===== src/rtl/bpc_symbol_decoder.sv =====
// Bit-plane-compression symbol decoder.
// Parses an MSB-first stream of prefix-coded DBX symbols out of DATA_W-bit
// words and rebuilds one block: base word plus DATA_W+1 delta bit-planes.
// blk_o layout: [BLK_W-1 -: DATA_W] = base, [k*(BLOCK_SIZE-1) +: BLOCK_SIZE-1] = dbp[k].
module bpc_symbol_decoder #(
    parameter int DATA_W       = 8,
    parameter int BLOCK_SIZE   = 8,
    parameter int LOG_DATA_W   = 3,
    parameter int MAX_SYMB_LEN = 8,
    parameter int BUF_W        = 16
) (
    input  logic                                          clk_i,
    input  logic                                          rst_ni,
    input  logic [DATA_W-1:0]                             in_data_i,
    input  logic                                          in_valid_i,
    output logic                                          in_ready_o,
    output logic [(DATA_W+1)*(BLOCK_SIZE-1)+DATA_W-1:0]   blk_o,
    output logic                                          blk_valid_o,
    input  logic                                          blk_ready_i,
    output logic                                          err_o
);

    localparam int RAW_W  = BLOCK_SIZE - 1;
    localparam int PW     = $clog2(BLOCK_SIZE);
    localparam int BLK_W  = (DATA_W + 1) * RAW_W + DATA_W;
    localparam int FILL_W = $clog2(BUF_W + 1);
    localparam int K_W    = $clog2(DATA_W + 1);
    localparam int RUN_W  = LOG_DATA_W + 1;
    // Free space needed to take a word; never larger than the longest symbol slot.
    localparam int ROOM_I = (BUF_W - DATA_W < MAX_SYMB_LEN) ? BUF_W - DATA_W : MAX_SYMB_LEN;

    localparam logic [FILL_W-1:0] LEN_BASE = FILL_W'(DATA_W);
    localparam logic [FILL_W-1:0] LEN_RAW  = FILL_W'(1 + RAW_W);
    localparam logic [FILL_W-1:0] LEN_ZERO = FILL_W'(2);
    localparam logic [FILL_W-1:0] LEN_RUN  = FILL_W'(3 + LOG_DATA_W);
    localparam logic [FILL_W-1:0] LEN_FIX  = FILL_W'(5);
    localparam logic [FILL_W-1:0] LEN_POS  = FILL_W'(5 + PW);
    localparam logic [FILL_W-1:0] ROOM     = FILL_W'(ROOM_I);
    localparam logic [K_W-1:0]    K_TOP    = K_W'(DATA_W);
    localparam logic [RAW_W-1:0]  ONE_BIT  = {{(RAW_W-1){1'b0}}, 1'b1};
    localparam logic [RAW_W-1:0]  TWO_BIT  = {{(RAW_W-2){1'b0}}, 2'b11};

    typedef enum logic [1:0] {ST_BASE, ST_SYM, ST_OUT} state_t;

    state_t              state_q, state_d;
    logic [BUF_W-1:0]    buf_q, buf_d;
    logic [FILL_W-1:0]   fill_q, fill_d;
    logic [K_W-1:0]      k_q, k_d;
    logic [RUN_W-1:0]    run_q, run_d;
    logic [RAW_W-1:0]    prev_q, prev_d;
    logic [BLK_W-1:0]    blk_q, blk_d;
    logic                blk_valid_q, blk_valid_d;
    logic                err_q, err_d;

    logic [FILL_W-1:0]   n_used;
    logic                plane_we;
    logic                sym_err;
    logic [RAW_W-1:0]    x_val;
    logic [RAW_W-1:0]    plane;

    // Symbol fields as they sit at the head of the left-aligned buffer.
    logic [RAW_W-1:0]      raw_fld;
    logic [LOG_DATA_W-1:0] run_fld;
    logic [1:0]            sel_fld;
    logic [PW-1:0]         pos_fld;

    assign raw_fld = buf_q[BUF_W-2 -: RAW_W];
    assign run_fld = buf_q[BUF_W-4 -: LOG_DATA_W];
    assign sel_fld = buf_q[BUF_W-4 -: 2];
    assign pos_fld = buf_q[BUF_W-6 -: PW];

    assign in_ready_o  = (fill_q <= ROOM) && !err_q;
    assign blk_o       = blk_q;
    assign blk_valid_o = blk_valid_q;
    assign err_o       = err_q;

    // Next-state: block FSM, symbol decode, plane write and bit-buffer shift/append.
    always_comb begin
        state_d     = state_q;
        k_d         = k_q;
        run_d       = run_q;
        prev_d      = prev_q;
        blk_d       = blk_q;
        blk_valid_d = blk_valid_q;
        err_d       = err_q;
        n_used      = '0;
        plane_we    = 1'b0;
        sym_err     = 1'b0;
        x_val       = '0;

        if (!err_q) begin
            case (state_q)
                ST_BASE: begin
                    if (fill_q >= LEN_BASE) begin
                        blk_d[BLK_W-1 -: DATA_W] = buf_q[BUF_W-1 -: DATA_W];
                        n_used  = LEN_BASE;
                        k_d     = K_TOP;
                        prev_d  = '0;
                        state_d = ST_SYM;
                    end
                end
                ST_SYM: begin
                    if (run_q != '0) begin
                        // Zero-run continuation: no bits consumed.
                        plane_we = 1'b1;
                        run_d    = run_q - 1'b1;
                    end else if (buf_q[BUF_W-1]) begin
                        if (fill_q >= LEN_RAW) begin
                            x_val    = raw_fld;
                            plane_we = 1'b1;
                            n_used   = LEN_RAW;
                        end
                    end else if (buf_q[BUF_W-2]) begin
                        if (fill_q >= LEN_ZERO) begin
                            plane_we = 1'b1;
                            n_used   = LEN_ZERO;
                        end
                    end else if (buf_q[BUF_W-3]) begin
                        if (fill_q >= LEN_RUN) begin
                            // Run covers this plane and r+1 more; must fit in planes k..0.
                            if (int'(run_fld) + 2 > int'(k_q) + 1) begin
                                sym_err = 1'b1;
                            end else begin
                                plane_we = 1'b1;
                                n_used   = LEN_RUN;
                                run_d    = RUN_W'(run_fld) + 1'b1;
                            end
                        end
                    end else begin
                        case (sel_fld)
                            2'b00: begin
                                if (fill_q >= LEN_FIX) begin
                                    x_val    = '1;
                                    plane_we = 1'b1;
                                    n_used   = LEN_FIX;
                                end
                            end
                            2'b01: begin
                                if (fill_q >= LEN_FIX) begin
                                    plane_we = 1'b1;
                                    n_used   = LEN_FIX;
                                end
                            end
                            2'b10: begin
                                if (fill_q >= LEN_POS) begin
                                    if (int'(pos_fld) > BLOCK_SIZE - 3) begin
                                        sym_err = 1'b1;
                                    end else begin
                                        x_val    = TWO_BIT << pos_fld;
                                        plane_we = 1'b1;
                                        n_used   = LEN_POS;
                                    end
                                end
                            end
                            default: begin
                                if (fill_q >= LEN_POS) begin
                                    if (int'(pos_fld) > BLOCK_SIZE - 2) begin
                                        sym_err = 1'b1;
                                    end else begin
                                        x_val    = ONE_BIT << pos_fld;
                                        plane_we = 1'b1;
                                        n_used   = LEN_POS;
                                    end
                                end
                            end
                        endcase
                    end
                end
                ST_OUT: begin
                    if (blk_ready_i) begin
                        blk_valid_d = 1'b0;
                        state_d     = ST_BASE;
                    end
                end
                default: state_d = ST_BASE;
            endcase
        end

        plane = x_val ^ prev_q;
        if (plane_we) begin
            blk_d[int'(k_q)*RAW_W +: RAW_W] = plane;
            prev_d = plane;
            if (k_q == '0) begin
                state_d     = ST_OUT;
                blk_valid_d = 1'b1;
            end else begin
                k_d = k_q - 1'b1;
            end
        end
        if (sym_err) begin
            err_d = 1'b1;
        end

        buf_d  = buf_q << n_used;
        fill_d = fill_q - n_used;
        if (in_valid_i && in_ready_o) begin
            buf_d  = buf_d | ({in_data_i, {(BUF_W-DATA_W){1'b0}}} >> fill_d);
            fill_d = fill_d + LEN_BASE;
        end
    end

    // State registers; reset discards any partially decoded block.
    always_ff @(posedge clk_i or negedge rst_ni) begin
        if (!rst_ni) begin
            state_q     <= ST_BASE;
            buf_q       <= '0;
            fill_q      <= '0;
            k_q         <= '0;
            run_q       <= '0;
            prev_q      <= '0;
            blk_q       <= '0;
            blk_valid_q <= 1'b0;
            err_q       <= 1'b0;
        end else begin
            state_q     <= state_d;
            buf_q       <= buf_d;
            fill_q      <= fill_d;
            k_q         <= k_d;
            run_q       <= run_d;
            prev_q      <= prev_d;
            blk_q       <= blk_d;
            blk_valid_q <= blk_valid_d;
            err_q       <= err_d;
        end
    end

endmodule


===== config.mk =====
export PLATFORM = sky130hd
export DESIGN_NAME = bpc_symbol_decoder
export DESIGN_NICKNAME = d
export VERILOG_FILES = /design/src/rtl/bpc_symbol_decoder.sv
export SDC_FILE = /design/constraint.sdc
export NUM_CORES = 1
export LEC_CHECK = 0
export CAP_MARGIN = 10
export CORE_ASPECT_RATIO = 1.25
export CORE_MARGIN = 1.5
export CORE_UTILIZATION = 51
export CTS_BUF_LIST = sky130_fd_sc_hd__clkbuf_16
export CTS_CLUSTER_DIAMETER = 120
export DETAILED_ROUTE_END_ITERATION = 8
export PLACE_DENSITY = 0.74
export SETUP_SLACK_MARGIN = 0.02
export SLEW_MARGIN = 15
export SYNTH_ARGS = -nofsm -noshare
export SYNTH_HDL_FRONTEND = slang
export SYNTH_SLANG_ARGS = --single-unit

===== constraint.sdc =====
create_clock -name clk_i -period 5.9 [get_ports clk_i]
set_clock_uncertainty 0.1 [all_clocks]
set_input_delay 1.18 -clock clk_i [delete_from_list [all_inputs] [get_ports clk_i]]
set_output_delay 1.18 -clock clk_i [all_outputs]
set_load 0.05 [all_outputs]

# Yosys cells after proc, flatten, opt, wreduce, memory -nomap -nowiden
# Cells that the tools add are included.
[totals] register_bits=111 latch_bits=0 ram_bits=0 mem_bits_ro=0 inputBits=12 output_inout_bits=74 word_cells=149 n_memories=0
[classes] add_sub_neg=8 n_mul=1 n_div=0 magnitude_cmp=8 eq_ne=8 n_shift=6 muxes=91 bitwise=3 reduce_logical=14
[ops] operator="$mux W7" count=16
[ops] operator="$bwmux W71" count=1
[ops] operator="$mux W71" count=1
[ops] operator="$shift A7 B33 Y71 const A" count=1
[ops] operator="$shiftx A7 B33 Y71" count=1
[ops] operator="$mux W4" count=16
[ops] operator="$neg A7 Y33" count=1
[ops] operator="$mux W1" count=32
[ops] operator="$mux W5" count=6
[ops] operator="$mux W8" count=3
[ops] operator="$pmux W7 S3" count=1
[ops] operator="$pmux W5 S2" count=2
[ops] operator="$mux W16" count=1
[ops] operator="$or A16 B16 Y16" count=1
[ops] operator="$shl A16 B5 Y16" count=1
[ops] operator="$shr A16 B5 Y16" count=1
[ops] operator="$mux W2" count=6
[ops] operator="$ge A5 B3 Y1 const B" count=2
[ops] operator="$mux W3" count=3
[ops] operator="$reduce_bool A2 Y1" count=4
[ops] operator="$sub A4 B1 Y4 const B" count=2
[ops] operator="$mul A4 B3 Y7 const B" count=1
[ops] operator="$reduce_and A7 Y1" count=1
[ops] operator="$shl A1 B3 Y7 const A" count=1
[ops] operator="other kinds (26)" count=34

# Longest topological paths before layout
# Gate-level depths: netlist of the first run.
[depth] ltp_word=14 depth_mapped=19 mapped_depth_nobuf=17

# Least setup slack after synthesis of the first run
# No wires, ideal clock.
[synth_timing] path_kind="reg-to-reg" from="register k_q[0]" to="register buf_q[14]" setup_ns=0.071 arrival_ns=4.897 t_required_ns=5.729 path_slack_ns=0.832 stages_incl_launch_ff=20 path_buffers=2 synth_period_minus_slack_ns=5.068 cell_sequence="dfrtp_1 -> clkbuf_1 -> inv_1 -> ha_1 -> clkbuf_1 -> inv_1 -> ha_1 -> nor2b_1 -> o211ai_1 -> a211oi_2 -> nor3_2 -> inv_1 -> ha_1 -> nor2b_1 -> o21ai_0 -> nand2b_1 -> xnor2_1 -> nand3_1 -> or3_1 -> nand4_1"
[synth_via] elab_chain_cells=14 word_cells_on_any_way=15 classes_between="add/sub (2); order compare (1); shift (2); mux (9); bitwise (1)"
[synth_rtl] item="start, declared" line_no="48" source="logic [K_W-1:0] k_q, k_d;"
[synth_rtl] item="start signal, assigned" line_no="218" source="k_q <= k_d;"
[synth_rtl] item="$add A4 B1 Y5 *" line_no="121" source="if (int'(run_fld) + 2 > int'(k_q) + 1) begin"
[synth_rtl] item="$gt A4 B5 Y1 *" line_no="121"
[synth_rtl] item="$mux W3 *" line_no="121"
[synth_rtl] item="$mux W3 *" line_no="119" source="if (fill_q >= LEN_RUN) begin"
[synth_rtl] item="$mux W5 *" line_no="118" source="end else if (buf_q[BUF_W-3]) begin"
[synth_rtl] item="$mux W5 *" line_no="113" source="end else if (buf_q[BUF_W-2]) begin"
[synth_rtl] item="$mux W5 *" line_no="107" source="end else if (buf_q[BUF_W-1]) begin"
[synth_rtl] item="$mux W5 *" line_no="103" source="if (run_q != '0) begin"
[synth_rtl] item="$pmux W5 S2 *" line_no="92" source="case (state_q)"
[synth_rtl] item="$mux W5 *" line_no="91" source="if (!err_q) begin"
[synth_rtl] item="$sub A5 B5 Y5" line_no="195" source="fill_d = fill_q - n_used;"
[synth_rtl] item="$shr A16 B5 Y16" line_no="197" source="buf_d = buf_d | ({in_data_i, {(BUF_W-DATA_W){1'b0}}} >> fill_d);"
[synth_rtl] item="$or A16 B16 Y16" line_no="197"
[synth_rtl] item="$mux W16 *" line_no="196" source="if (in_valid_i && in_ready_o) begin"
[synth_rtl] item="net buf_d[14]" line_no="46" source="logic [BUF_W-1:0] buf_q, buf_d;"
[synth_rtl] item="end signal, assigned" line_no="216" source="buf_q <= buf_d;"
[synth_rtl] item="end, declared" line_no="46"
# The timed path passes the listed nets; every way through them passes the cells marked *.
# A chain may end at the register's enable or synchronous reset.

# Final worst setup path of the first run
[layout_timing] from="register k_q[0]" to="register buf_q[13]"
# Same word-level chain as after synthesis.

==> results of run 1 <==
worst min path at each step:
stage                    from        end  cells past startpoint
floorplan           prev_q[3]  prev_q[3]                      1
global placement    flip-flop  flip-flop                      2
detailed placement  flip-flop  flip-flop                      2
CTS                 flip-flop  flip-flop                      2
global route        flip-flop  flip-flop                      2
finish              flip-flop  flip-flop                      2
synthesized netlist by cell type (7+ instances only):
master	instances	area (um2)
nor2_1	63	236
o21ai_0	40	200
xor2_1	8	70.1
nand3_1	26	130
a21oi_1	39	195
nor3_1	13	65.1
o31ai_1	11	82.6
mux2i_1	31	310
o211ai_1	8	60.1
ha_1	24	300
dfrtp_1	111	2780
o22ai_1	10	62.6
and3_1	7	43.8
xnor2_1	10	87.6
a21o_1	8	60.1
inv_1	39	146
mux2_2	32	360
a31oi_1	9	56.3
nand2_1	66	248
clkbuf_1	21	78.8
metrics by stage:
step / hold WS (ns) / setup slack (ns)
floorplan: 0.380 / 0.832
global placement: 0.361 / 1.23
detailed placement: 0.371 / 0.988
CTS: 0.388 / 0.965
global route: 0.409 / 0.468
finish: 0.385 / 0.925
cell type report:
type	instances	area, um2
Timing Repair Buffer	94	916
Inverter	40	150
Clock buffer	9	225
Sequential cell	111	2780
Clock inverter	7	86.3
Fill cell	1085	4690
Tap cell	168	210
Multi-Input combinational cell	519	3670
worst max-delay path, delay by kind of cell, from the launching register on:
| family | cells | cell delay [ns] |
|---|---|---|
| adders and majority gates | 3 | 1.11 |
| AOI/OAI and AO/OA | 5 | 1.32 |
| and+or+nand+nor | 5 | 0.64 |
| xor gates and xnor gates | 1 | 0.18 |
| DFF | 1 | 0.67 |
| buffers and inverters | 5 | 0.90 |
cells by family after synthesis:
family | share of synthesized area
compound gates | 0.209
xor+xnor | 0.0236
fa+ha+maj | 0.0479
buf+inv | 0.0365
flops | 0.415
mux | 0.106
simple gates | 0.161
per-layer routing:
layer / GRT usage / wire length, um / share of wire / vias up
met5: 0 / 0 / 0 / -
li1: - / - / - / 2694
met2: 0.539 / 10100 / 0.54 / 252
met4: 0.126 / 658 / 0.035 / 0
met3: 0.0337 / 882 / 0.047 / 50
met1: 0.310 / 7220 / 0.38 / 2846
==> results.toml, run 1 <==
[outcome]
status = "completed"

[timing]
tightest_slew_ns = 1.27
rsz0062_at_grt = "false"
hold_viol = 0
period_needed_ns = 4.97
finalSetupTns_ns = 0
maxSlewViolCount = 0
post-route-period-util = 0.843
max_freq_mhz = 201
finalSetupViolations = 0
maxSlewHeadroom = 0.149

[cts]
worstSkewPairLatency_ns = 0.36
cts_max_path_buffers = 2
cts_root_buffer = "clkbuf_16"
cts_sinks = 111
cts_tree = "built"
htree_num_levels = 3
postCtsHoldBufs = 0
post_cts_resized = 0
cts_buffers = 9
path_clk_slew_ns = 0.08
post-cts-setup-buffers = 0

[cells_and_area]
mostFrequentLayoutCells = "dfrtp_1 (111), clkdlybuf4s50_1 (84), nand2_1 (66)"
final_util = 0.631
fin_cells = 948
final_common_cell = "dfrtp_1"
syn_to_final_growth_pct = 20.1
nets = 812
antenna_cells = 0
fin_area_mm2 = 0.00803
layout-drive-gt1-share = 0.121

[setup_path]
critPathMaxStageDelay_ns = 0.67
r2r_cells = 19
cp_slowest_cell = "dfrtp_1"
cp-start-kind = "flip-flop"
end_kind = "flip-flop"
cp_max_fo = 14
worstSetupEndpoint = "buf_q[13]"
reg2reg_to = "buf_q[13]"
critPathLaunch = "k_q[0]"
path_cells = "inv_1, ha_1, inv_1, ha_1, nor2b_1, o211ai_1, a211oi_2, nor3_2, buf_4, inv_1, ha_1, nor2b_1, o21ai_0, nand2b_1, xnor2_1, buf_4, nand3_1, o32ai_1, a211o_1"
r2r_start = "k_q[0]"
worstPathArrival_ns = 5.17
worstPathRequired_ns = 6.10
r2r_slack_ns = 0.93
path_class = "flip-flop to flip-flop"

[synthesis]
ys_seq_area_frac = 0.415
synth_edf_count = 0
ys.flop_type = "dfrtp_1"
synthCells = 694
synth_area_mm2 = 0.00669
synth_seq_cells = 111
synth_area_per_cell_um2 = 9.64
synthDistinctLibCells = 79
syn_nets = 731
synth.yosys.warnings = 0
synthArstFlopShare = 1.00

[global_route]
grt_max_degree = 69
grt_pass1_vias = 5787
gr-total-overflow = 0
antenna_found_initial = 0
track_usage = 0.280
grt_pass1_wl_mm = 30.1

[route]
drc = 0
drt_first_iter_violations = 346
wl_per_cell_um = 19.9
num_vias = 5842
ant_nets = 0
first_pass_iters = 5
via_per_inst = 6.16
drt-total-wl_mm = 18.9

[place]
dp_hpwl_mm = 14.1
dpl_cell_area_mm2 = 0.00772
portBuffers = 85
gp_congestion = 0.956
dp.cells = 932

[job]
drv_cap = 0

[floorplanning]
die_area_mm2 = 0.0138
start_util = 0.526
ios = 86
design.core.area_mm2 = 0.0127
fp.dieH_um = 131
placementRows = 46
dieWidth_um = 105

[hold_path]
hp-class = "flip-flop to flip-flop"
Power of run 1 is left out: the tool's default activity adds up to more than one toggle a clock period on the data nets, which glitch-free logic cannot reach.
==> run 2: changes to the inputs <==
==> constraint.sdc (replaced) <==
create_clock -name clk_i -period 4.94 [get_ports clk_i]
set_clock_uncertainty 0.1 [all_clocks]
set_input_delay 0.988 -clock clk_i [delete_from_list [all_inputs] [get_ports clk_i]]
set_output_delay 0.988 -clock clk_i [all_outputs]
set_load 0.05 [all_outputs]
==> results.toml, run 2 (synthesis gave the netlist of run 1 again) <==
[timing]
rsz0062_at_grt = "false"
maxSlewHeadroom = 0.250
finalSetupTns_ns = 0
maxSlewViolCount = 0
max_freq_mhz = 228
hold_viol = 0
tightest_slew_ns = 1.12
finalSetupViolations = 0
post-route-period-util = 0.889
whs_ns = 0.388
period_needed_ns = 4.39

[floorplanning]
start_util = 0.526
design.core.area_mm2 = 0.0127
dieWidth_um = 105
placementRows = 46
ios = 86
die_area_mm2 = 0.0138
fp.dieH_um = 131

[hold_path]
hold-path-cell-count = 2
hp-class = "flip-flop to flip-flop"

[outcome]
status = "completed"

[route]
num_vias = 5796
drt_first_iter_violations = 326
ant_nets = 0
drc = 0
first_pass_iters = 5
drt-total-wl_mm = 19.3
via_per_inst = 6.05
wl_per_cell_um = 20.2

[setup_path]
cp_max_fo = 15
r2r_slack_ns = 0.55
reg2reg_to = "buf_q[5]"
end_kind = "flip-flop"
worstPathRequired_ns = 5.08
r2r_start = "k_q[0]"
r2r_cells = 16
worstPathArrival_ns = 4.54
path_class = "flip-flop to flip-flop"
cp-start-kind = "flip-flop"

[cts]
worstSkewPairLatency_ns = 0.36
cts_max_path_buffers = 2
path_clk_slew_ns = 0.08
cts_sinks = 111
cts_root_buffer = "clkbuf_16"
htree_num_levels = 3
post-cts-setup-buffers = 0
postCtsHoldBufs = 0
cts_buffers = 9
cts_tree = "built"
post_cts_resized = 0

[place]
dp.cells = 942
gp_congestion = 0.941
dp_hpwl_mm = 14.8
portBuffers = 85
dpl_cell_area_mm2 = 0.00780

[cells_and_area]
fin_cells = 958
fin_area_mm2 = 0.00811
syn_to_final_growth_pct = 21.3
mostFrequentLayoutCells = "dfrtp_1 (111), clkdlybuf4s50_1 (84), nand2_1 (66)"
final_common_cell = "dfrtp_1"
antenna_cells = 0
nets = 822
layout-drive-gt1-share = 0.133

[global_route]
antenna_found_initial = 0
grt_pass1_wl_mm = 30.9
grt_pass1_vias = 5989
grt_max_degree = 54
track_usage = 0.288
gr-total-overflow = 0

[job]
drv_cap = 0
==> run 2: cell count changes in the layout (fill, tap and decap cells not counted), sizes merged <==
cell / delta
buf: +10
==> run 2: cell type report <==
type	instances	area, um2
fill	1131	4610
multi-input combinational	519	3670
sequential	111	2780
timing repair buffer	104	991
clock buffer	9	225
tap	168	210
inverter	40	150
clock inverter	7	86.3
==> run 2: metal layers <==
metal / track usage / part of all wire / wire, um / vias to the layer above
met5: 0 / 0 / 0 / -
met4: 0.177 / 0.053 / 1020 / 0
met3: 0.0303 / 0.031 / 599 / 65
met2: 0.531 / 0.52 / 10100 / 183
met1: 0.322 / 0.39 / 7570 / 2831
li1: - / - / - / 2717
==> run 2: how the worst max path moves through the flow <==
stage          startpoint        end  cells past startpoint
4_1_cts            k_q[0]   buf_q[5]                     16
3_5_place_dp       k_q[0]   buf_q[5]                     16
5_1_grt            k_q[0]   buf_q[5]                     16
6_report           k_q[0]   buf_q[5]                     16
2_1_floorplan      k_q[0]  buf_q[10]                     19
3_3_place_gp       k_q[0]   buf_q[5]                     16
==> run 2: worst max-delay path, stage by stage (launching register included) <==
cell      delay (ns)
dfrtp_1         0.46
inv_1           0.14
ha_1            0.32
inv_1           0.06
ha_1            0.28
nor2b_1         0.14
o211ai_1        0.14
a211oi_2        0.50
nor3_2          0.09
buf_4           0.19
fa_1            0.80
inv_1           0.18
and3_1          0.18
a21oi_1         0.21
or3_1           0.14
a31oi_1         0.08
a221o_1         0.26
==> run 2: stage by stage <==
stage / worst slack (ns) / util
final: 0.547 / 0.638
after detailed placement: 0.627 / 0.613
after global routing: 0.154 / 0.638
after global placement: 0.775 / 0.613
after floorplan: 0.0355 / -
after CTS: 0.576 / 0.638
Power of run 2 is left out for the same reason.
==> run 3: changes to the inputs <==
--- a/config.mk
+++ b/config.mk
@@ -9,7 +9,7 @@
 export CORE_ASPECT_RATIO = 1.25
 export CORE_MARGIN = 1.5
 export CORE_UTILIZATION = 51
-export CTS_BUF_LIST = sky130_fd_sc_hd__clkbuf_16
+export CTS_BUF_LIST = sky130_fd_sc_hd__clkbuf_2
 export CTS_CLUSTER_DIAMETER = 120
 export DETAILED_ROUTE_END_ITERATION = 8
 export PLACE_DENSITY = 0.74
==> results.toml, run 3 (synthesis gave the netlist of run 1 again) <==
[timing]
hold_viol = 0
maxSlewHeadroom = 0.273
max_freq_mhz = 226
period_needed_ns = 4.43
finalSetupTns_ns = 0
rsz0062_at_grt = "false"
tightest_slew_ns = 1.08
finalSetupViolations = 0
post-route-period-util = 0.896
maxSlewViolCount = 0

[cells_and_area]
nets = 822
multi_input_area_mm2 = 0.00367
fillers = 1167
mostFrequentLayoutCells = "dfrtp_1 (111), clkdlybuf4s50_1 (84), nand2_1 (66)"
final_common_cell = "dfrtp_1"
syn_to_final_growth_pct = 18.7
layout-drive-gt1-share = 0.133
seq_area_mm2 = 0.00278

[place]
dp_hpwl_mm = 14.8
gp_congestion = 0.941
portBuffers = 85

[route]
wl_per_cell_um = 20.0
drt_first_iter_violations = 288
first_pass_iters = 5
num_vias = 5821
drc = 0
via_per_inst = 6.07
ant_nets = 0
drt-total-wl_mm = 19.2

[global_route]
gr-total-overflow = 0
track_usage = 0.287
antenna_found_initial = 1
grt_pass1_vias = 5901
grt_pass1_wl_mm = 30.7
grt_max_degree = 54

[outcome]
status = "completed"

[floorplanning]
die_area_mm2 = 0.0138
start_util = 0.526
design.core.area_mm2 = 0.0127
ios = 86
dieWidth_um = 105
fp.dieH_um = 131
placementRows = 46

[cts]
path_clk_slew_ns = 0.35
htree_num_levels = 3
post-cts-setup-buffers = 0
cts_root_buffer = "clkbuf_2"
postCtsHoldBufs = 0
worstSkewPairLatency_ns = 0.67
cts_tree = "built"
cts_buffers = 9
post_cts_resized = 0
cts_max_path_buffers = 2
cts_sinks = 111

[setup_path]
worstPathRequired_ns = 5.44
end_kind = "flip-flop"
cp-start-kind = "flip-flop"
worstPathArrival_ns = 4.93
path_class = "flip-flop to flip-flop"
cp_max_fo = 15

[job]
drv_cap = 0

[hold_path]
hp-class = "primary input to async pin"
## run 3: changes by cell type in the layout (fill, tap and decap cells not counted)
cell       change
clkbuf_16      -9
clkbuf_2       +9
diode_2        +1
## run 3: worst max-delay path, cell delays in order, from the launching register on
cell,delay (ns)
dfrtp_1,0.54
inv_1,0.14
ha_1,0.32
inv_1,0.06
ha_1,0.28
nor2b_1,0.14
o211ai_1,0.15
a211oi_2,0.50
nor3_2,0.09
buf_4,0.19
fa_1,0.80
inv_1,0.18
and3_1,0.18
a21oi_1,0.20
or3_1,0.14
a31oi_1,0.08
a221o_1,0.26
## run 3: layer usage
layer	track usage	vias to the layer above	routed length, um	share of wire
li1	-	2718	-	-
met1	0.323	2874	7460	0.39
met2	0.536	174	10200	0.53
met3	0.0248	55	605	0.032
met4	0.167	0	948	0.049
met5	0	-	0	0
## run 3: area by class of cell
class	instances	area share
clock inverters	7	0.0109
flip-flops and latches	111	0.350
multi-input cells	519	0.463
diodes	1	0.000315
well taps	168	0.0265
clock buffers	9	0.00568
repair buffers	104	0.125
inverters	40	0.0189
## run 3: final timing paths
path,cells past startpoint,slack (ns),startpoint,to
setup / recovery,16,0.51,k_q[0],buf_q[5]
hold / removal,1,0.09,rst_ni,prev_q[4]
setup reg to reg,16,0.51,k_q[0],buf_q[5]
hold reg to reg,2,0.43,flip-flop,flip-flop
max in group asynchronous,2,3.63,rst_ni,async pin
min in group clk_i,2,0.43,flip-flop,flip-flop
## run 3: metrics by stage
| stage | cell area [um2] | utilization | cells | setup slack (ns) | hold slack (ns) |
|---|---|---|---|---|---|
| final | 7940 | 0.624 | 959 | 0.511 | 0.0906 |
| after global routing | 7940 | 0.624 | 959 | 0.120 | 0.0992 |
| after CTS | 7930 | 0.624 | 958 | 0.562 | 0.101 |
| after global placement | 7800 | 0.613 | 942 | 0.775 | 0.358 |
| after detailed placement | 7800 | 0.613 | 942 | 0.627 | 0.371 |
| after floorplan | 6700 | - | 694 | 0.0355 | 0.380 |
Power of run 3 is left out for the same reason.
